### src/rtl/pipe_stage_skid_reg.sv
// pipe_stage_skid_reg: valid/ready stage register with 2-entry skid buffer and flush.
// Optional perf counters when PIPE_STAGE_PERF_EN is defined.
module pipe_stage_skid_reg #(
  parameter int PAYLOAD_W = 101,
  parameter int CNT_W = 16
) (
  input  logic                 clk,
  input  logic                 rst_n,
  input  logic                 Flush_In,
  input  logic                 In_Valid,
  output logic                 In_Ready,
  input  logic [PAYLOAD_W-1:0] In_Data,
  output logic                 Out_Valid,
  input  logic                 Out_Ready,
  output logic [PAYLOAD_W-1:0] Out_Data,
  output logic [1:0]           Occupancy_Out,
  output logic [CNT_W-1:0]     Stall_Cnt_Out,
  output logic [CNT_W-1:0]     Flush_Cnt_Out
);
  logic                 main_v, skid_v;
  logic [PAYLOAD_W-1:0] main_d, skid_d;
  logic                 accept, consume;
  assign In_Ready      = ~skid_v & ~Flush_In;
  assign Out_Valid     = main_v;
  assign Out_Data      = main_d;
  assign Occupancy_Out = {1'b0, main_v} + {1'b0, skid_v};
  assign accept        = In_Valid & In_Ready;
  assign consume       = main_v & Out_Ready;
  // skid_v alone (state 10) falls into the FULL branch, which forces main_v high
  always_ff @(posedge clk) begin
    if (!rst_n) begin
      main_v <= 1'b0;
      skid_v <= 1'b0;
      main_d <= '0;
      skid_d <= '0;
    end else if (Flush_In) begin
      main_v <= 1'b0;
      skid_v <= 1'b0;
    end else if (skid_v) begin
      main_v <= 1'b1;
      if (consume) begin
        skid_v <= 1'b0;
        main_d <= skid_d;
      end
    end else if (main_v) begin
      if (accept && !consume) begin
        skid_v <= 1'b1;
        skid_d <= In_Data;
      end else if (accept) begin
        main_d <= In_Data;
      end else if (consume) begin
        main_v <= 1'b0;
      end
    end else if (accept) begin
      main_v <= 1'b1;
      main_d <= In_Data;
    end
  end
`ifdef PIPE_STAGE_PERF_EN
  logic [CNT_W-1:0] stall_cnt, flush_cnt;
  always_ff @(posedge clk) begin
    if (!rst_n) begin
      stall_cnt <= '0;
      flush_cnt <= '0;
    end else begin
      if (main_v && !Out_Ready && !Flush_In && !(&stall_cnt)) stall_cnt <= stall_cnt + CNT_W'(1);
      if (Flush_In && (main_v || skid_v) && !(&flush_cnt)) flush_cnt <= flush_cnt + CNT_W'(1);
    end
  end
  assign Stall_Cnt_Out = stall_cnt;
  assign Flush_Cnt_Out = flush_cnt;
`else
  assign Stall_Cnt_Out = '0;
  assign Flush_Cnt_Out = '0;
`endif
endmodule

### config.mk
export PLATFORM = sky130hd
export DESIGN_NAME = pipe_stage_skid_reg
export DESIGN_NICKNAME = d
export VERILOG_FILES = /design/src/rtl/pipe_stage_skid_reg.sv
export SDC_FILE = /design/constraint.sdc
export NUM_CORES = 1
export LEC_CHECK = 0
export ABC_CLOCK_PERIOD_IN_PS = 1800
export CAP_MARGIN = 20
export CORE_AREA = 2 2 123 184
export DETAILED_ROUTE_END_ITERATION = 6
export DIE_AREA = 0 0 125 186
export GPL_TIMING_DRIVEN = 0
export HOLD_SLACK_MARGIN = 0.06
export PLACE_DENSITY = 0.87
export SYNTH_ARGS = -nofsm -noshare
export SYNTH_HDL_FRONTEND = slang
export SYNTH_SLANG_ARGS = --single-unit
### constraint.sdc
create_clock -name clk -period 1.8 [get_ports clk]
set_input_delay 0.27 -clock clk [delete_from_list [all_inputs] [get_ports clk]]
set_output_delay 0.27 -clock clk [all_outputs]
set_load 0.05 [all_outputs]
Word-level counts from Yosys, hierarchy flattened --
Cells that the tools add are included.
Word-level totals: bits in read-only memories 0, logic and storage cells 32, memory bits (writable) 0, bits of input ports 106, bits in registers 204, memories 0, bits in latches 0, output and inout port bits 137
Operators by class: bitwise operators 6, add/sub/neg operators 1, div/mod/pow operators 0, equality and inequality tests 2, reductions and logical operators 5, order comparisons 0, mux-type cells 14, shift-type cells 0, $mul 0
Operators with widths (number):
- 101-bit two-way mux | 5
- 1-bit two-way mux | 9
- 4-bit AND reduction | 1
- 1-bit AND | 3
- 3-bit != test, second input constant | 1
- 1-bit NOT | 3
- 3-bit AND reduction | 1
- 1-bit by 1-bit adder with 2-bit output | 1
- 2-bit by 1-bit != test with 1-bit output, second input constant | 1
- 2-bit OR reduction | 1
- 1-bit logical AND | 1
- 1-bit logical NOT | 1

Depth between registers and ports, before layout --
word-level depth 7, gate-level depth with buffers 9, gate-level depth less buffers 5

Least setup slack after synthesis --
OpenSTA, ideal clock, no wires.
kind reg-to-reg, start reg skid_v, end reg main_d[30], in the netlist Out_Data[30], cell stages (with the launch flop) 10, clock period less this slack 1.859 ns, slack -0.059 ns, required time 1.684 ns, path buffers 4, setup time 0.116 ns, data arrival time 1.742 ns, cell sequence dfxtp_1 -> buf_4 -> buf_2 -> inv_1 -> ha_1 -> o2bb2ai_2 -> buf_4 -> buf_1 -> nand3_1 -> o211a_1
Between the ends: longest elaborated chain between the ends 7, elaborated cells on any way between the ends 11, those cells by class eq/ne: 2; mux: 4; bitwise: 3; reduce/logical: 2
Ends and longest elaborated chain:
- start: declaration | RTL line 20 | logic main_v, skid_v;
- start signal: assignment | RTL line 33 | skid_v <= 1'b0;
- start signal: assignment | RTL line 38 | skid_v <= 1'b0;
- start signal: assignment | RTL line 42 | skid_v <= 1'b0;
- 1-bit NOT (no source line)
- 1-bit AND | RTL line 23 | assign In_Ready = ~skid_v & ~Flush_In;
- 1-bit AND | RTL line 27 | assign accept = In_Valid & In_Ready;
- 101-bit two-way mux (3 in a row)
- 101-bit two-way mux | RTL line 39 | end else if (skid_v) begin
- end signal: assignment | RTL line 43 | main_d <= skid_d;
- end signal: assignment | RTL line 50 | main_d <= In_Data;
- end signal: assignment | RTL line 56 | main_d <= In_Data;
- end: declaration | RTL line 21 | logic [PAYLOAD_W-1:0] main_d, skid_d;
Parallel ways exist; a longest one is shown, timed or not. The select of a mux whose other input is x is not followed. A chain may end at the register's enable or synchronous reset.

Worst setup path in the final report --
start reg skid_v, end out Occupancy_Out[0]
Between the ends: longest elaborated chain between the ends 1
Ends and longest elaborated chain:
- 1-bit by 1-bit adder with 2-bit output | RTL line 26 | assign Occupancy_Out = {1'b0, main_v} + {1'b0, skid_v};
- end: declaration | RTL line 16 | output logic [1:0] Occupancy_Out,
No other way between the ends.

==> results.txt <==
- Synth Register Bits: 204
- Synth unique cells: 24
- In the routed design, unresolved DRC markers number 0.
- In the global route stage, overall resource usage came out at 0.221.
* Antenna cell count: 0
- In the post-synthesis netlist, the biggest area contributors are dfxtp_1, mux2i_1, o211a_1.
- Synthesized netlist cell count: 950
* Post-synth EDFFs: 0
- In this run the worst path has a maximum fanout of 4.
* Number of buffers added on ports: roughly 210
- Synth Area in Compound Gates: 0.111
* Required @ worst endpoint: 1.53 ns
- Number of search-and-repair iterations in the first detailed-routing pass: 5
- Detailed-route vias per instance: about 5.3
* Clk sinks: 204
* First-pass GRT wire length: 41900 um
- Clock skew on the completed layout was measured at ~0.008 ns.
- Post-Synth Simple-Gate Area: 0.140
- For this design, the CTS-stage hold fixing added 0 buffers.
- From synthesis to final layout, the design area changed by 37.2%.
- STA classifies the critical path startpoint as a flop.
- In this run, CTS created clock tree buffers numbering 21.
* Slack of the critical path: 0.0252 ns
- Pin placement for this block handled 243 I/O pins.
- At the pin with the least slew margin, the transition time is 0.810 ns.
- The clock passes through at most 3 buffers.
- For this run, the leading register cell type out of synthesis is dfxtp_1.
- Arithmetic-cell share of the synthesized area counting full adders, half adders and majority gates: 0.00267
* Yosys top cell area share: 0.435
- STA classifies the critical path endpoint as a primary output.
* RSZ-0062 raised after global routing: yes
* YS warnings: 0
* Post-Synth XOR/XNOR Area: 0
- In this run the remaining antenna-violating nets after routing total 0.
* H-Tree Depth: 1
- IR analysis of the VDD net gives a maximum drop of 0.789 mV.
- Achievable Freq: 563 MHz
- Die Area: 23300 um2
- Clk Tree Root Cell: clkbuf_16
- Final Hold Slack: 0.157 ns
- A synthesized cell averages just under 10 um2.
- Share of flip-flops with an asynchronous set or reset after synthesis: 0
- Of the synthesized area, sequential elements account for 0.435.
- The tool flagged a number of max-cap violations equal to 0.
* Dpl ws: -0.563 ns
- The total overflow left after global routing is 0.
* Clock slew seen by the registers of the worst setup and hold paths: approximately 0.060 ns
- The via count of the first global-routing pass is a little over 8000.
- TritonCTS built the clock tree.
- Average detailed-routed wire length per instance: 17.8 um
* Arr. time, crit path: 1.50 ns
- The number of max-slew violations in the final report is 0.
- Combinational family with the most area after synthesis: multiplexers
* Post-route fraction of the period consumed by the critical path: 0.986
* Layout net count: 1335
- For this design the static power due to leakage is 6.14 nW.
- After detailed routing, the total wire length is ~27000 um.
* Number of instances in the placed design: 1462
- Setup violations remaining at the end of the flow were counted as 0.
- Of the cells placed in the final design, the portion with a size suffix greater than 1 is 0.119.
- The first routing iteration left 490 violations.
- Dividing total power by cell area gives a power density of approximately 880 nW/um2.
- In this run the horizontal extent of the chip is between 100 and 150 um.
* Die outline height: between 150 and 200 um
- The synthesized netlist occupies a cell area of 9380 um2.
* Placement row count: 66
* Tightest Hold Check Type: input pin to flop
- The critical path is of the flop to primary output type.
- Pin count of the biggest net entering global routing: 14
- R2r worst-path depth: 9
- The HPWL after detailed placement is 18600 um.
* Final hold viol count: 0
- Hold Path Depth: 3
- Adding up every negative setup slack in the final design gives 0 ns.
- Headroom to the max-slew limit: 0.460
- Via count: between 7000 and 8000
- RePlAce Congestion: about 0.83
- In this run the standard cell core region covers 21600 um2.
- Number of antenna violations at the first check in global routing: 0
- The portion of synthesized area spent on multiplexers is 0.215.
- Clock Latency Late Sink: 0.50 ns
- For this configuration, the core starts out at a cell density of 0.434.
- The flow ran to the end, and the final reports show no timing, DRC or antenna violations.
- Of all cell types, the one taking the most synthesized area is dfxtp_1.
- The finished layout holds 1511 standard cells, fillers aside.
* Minimum clock period: 1.77 ns
synthesized netlist by cell type (all sizes together) (2+ instances only):
library cell	n
mux2i	202
o211a	101
nand2b	2
nor2	2
buf	88
clkbuf	35
a21oi	2
nand3	101
dfxtp	204
inv	2
nand2	203
ha	2
cell type report:
type	instances	area, um2
clock buffers	29	586
flip-flops and latches	204	4090
plain buffers	123	1000
fillers	1854	8760
clock inverters	6	86.3
multi-input cells	652	4560
inverters	2	10.0
well taps	272	340
repair buffers	223	2210
metrics by stage:
stage / cell area, um2 / util / power (mW)
finish: 12900 / 0.595 / 11.4
CTS: 12700 / 0.588 / 11.4
global placement: 11900 / 0.552 / 7.08
floorplan: 9510 / - / 6.31
global route: 12900 / 0.595 / 11.8
detailed placement: 11900 / 0.552 / 7.11
timing repair:
item	4_1_cts	5_1_grt
endpoints found under the setup margin	307	160
buffers inserted	4	2
pin swaps	2	2
gates cloned	3	5
resized for setup	149	21
cell usage in the layout (no fill, tap or decap), drive strengths merged, types with 3 or more instances in the layout:
master         instances
dfxtp                204
nand2                203
mux2i                202
clkdlybuf4s50        104
nand3                101
o211a                101
dlygate4sd2          101
buf                   96
clkbuf                73
conb                  32
inv                    3
report_power, final:
| part | internal (mW) | switching, mW |
|---|---|---|
| registers | 4.71 | 0.111 |
| clock network | 2.56 | 1.81 |
| logic | 0.815 | 1.38 |
| total | 8.08 | 3.30 |
cell families after synthesis:
group,after synthesis
adder cells (fa/ha/maj),2
multiplexers,202
other,1
flip-flops,204
AO/OA/AOI/OAI,105
AND/OR/NAND/NOR,311
buffers and inverters,125
flip-flops by register name, indices dropped and copies added, names as in the netlist:
register and count:
Out_Data 101, Out_Valid 1, skid_d 101, skid_v 1
worst max-delay path, stage by stage (launching register included):
cell and delay (ns):
dfxtp_2 0.34, buf_6 0.13, buf_12 0.10, inv_4 0.03
ha_4 0.25, inv_2 0.03, buf_6 0.14
worst paths after layout:
check / from / to / slack (ns)
worst max-delay path: skid_v / Occupancy_Out[0] / 0.03
worst min-delay path: rst_n / Out_Valid / 0.16
worst max register to register: skid_v / Out_Data[95] / 0.04
worst min register to register: skid_d[76] / skid_d[76] / 0.46
per-layer routing:
metal,vias to the layer above,global-route usage,wire length (um)
li1,3806,-,-
met1,3802,0.241,10300
met2,263,0.412,14200
met3,63,0.0411,1480
met4,0,0.101,1010
met5,-,0,0
Power figures use the tool's default switching activity.
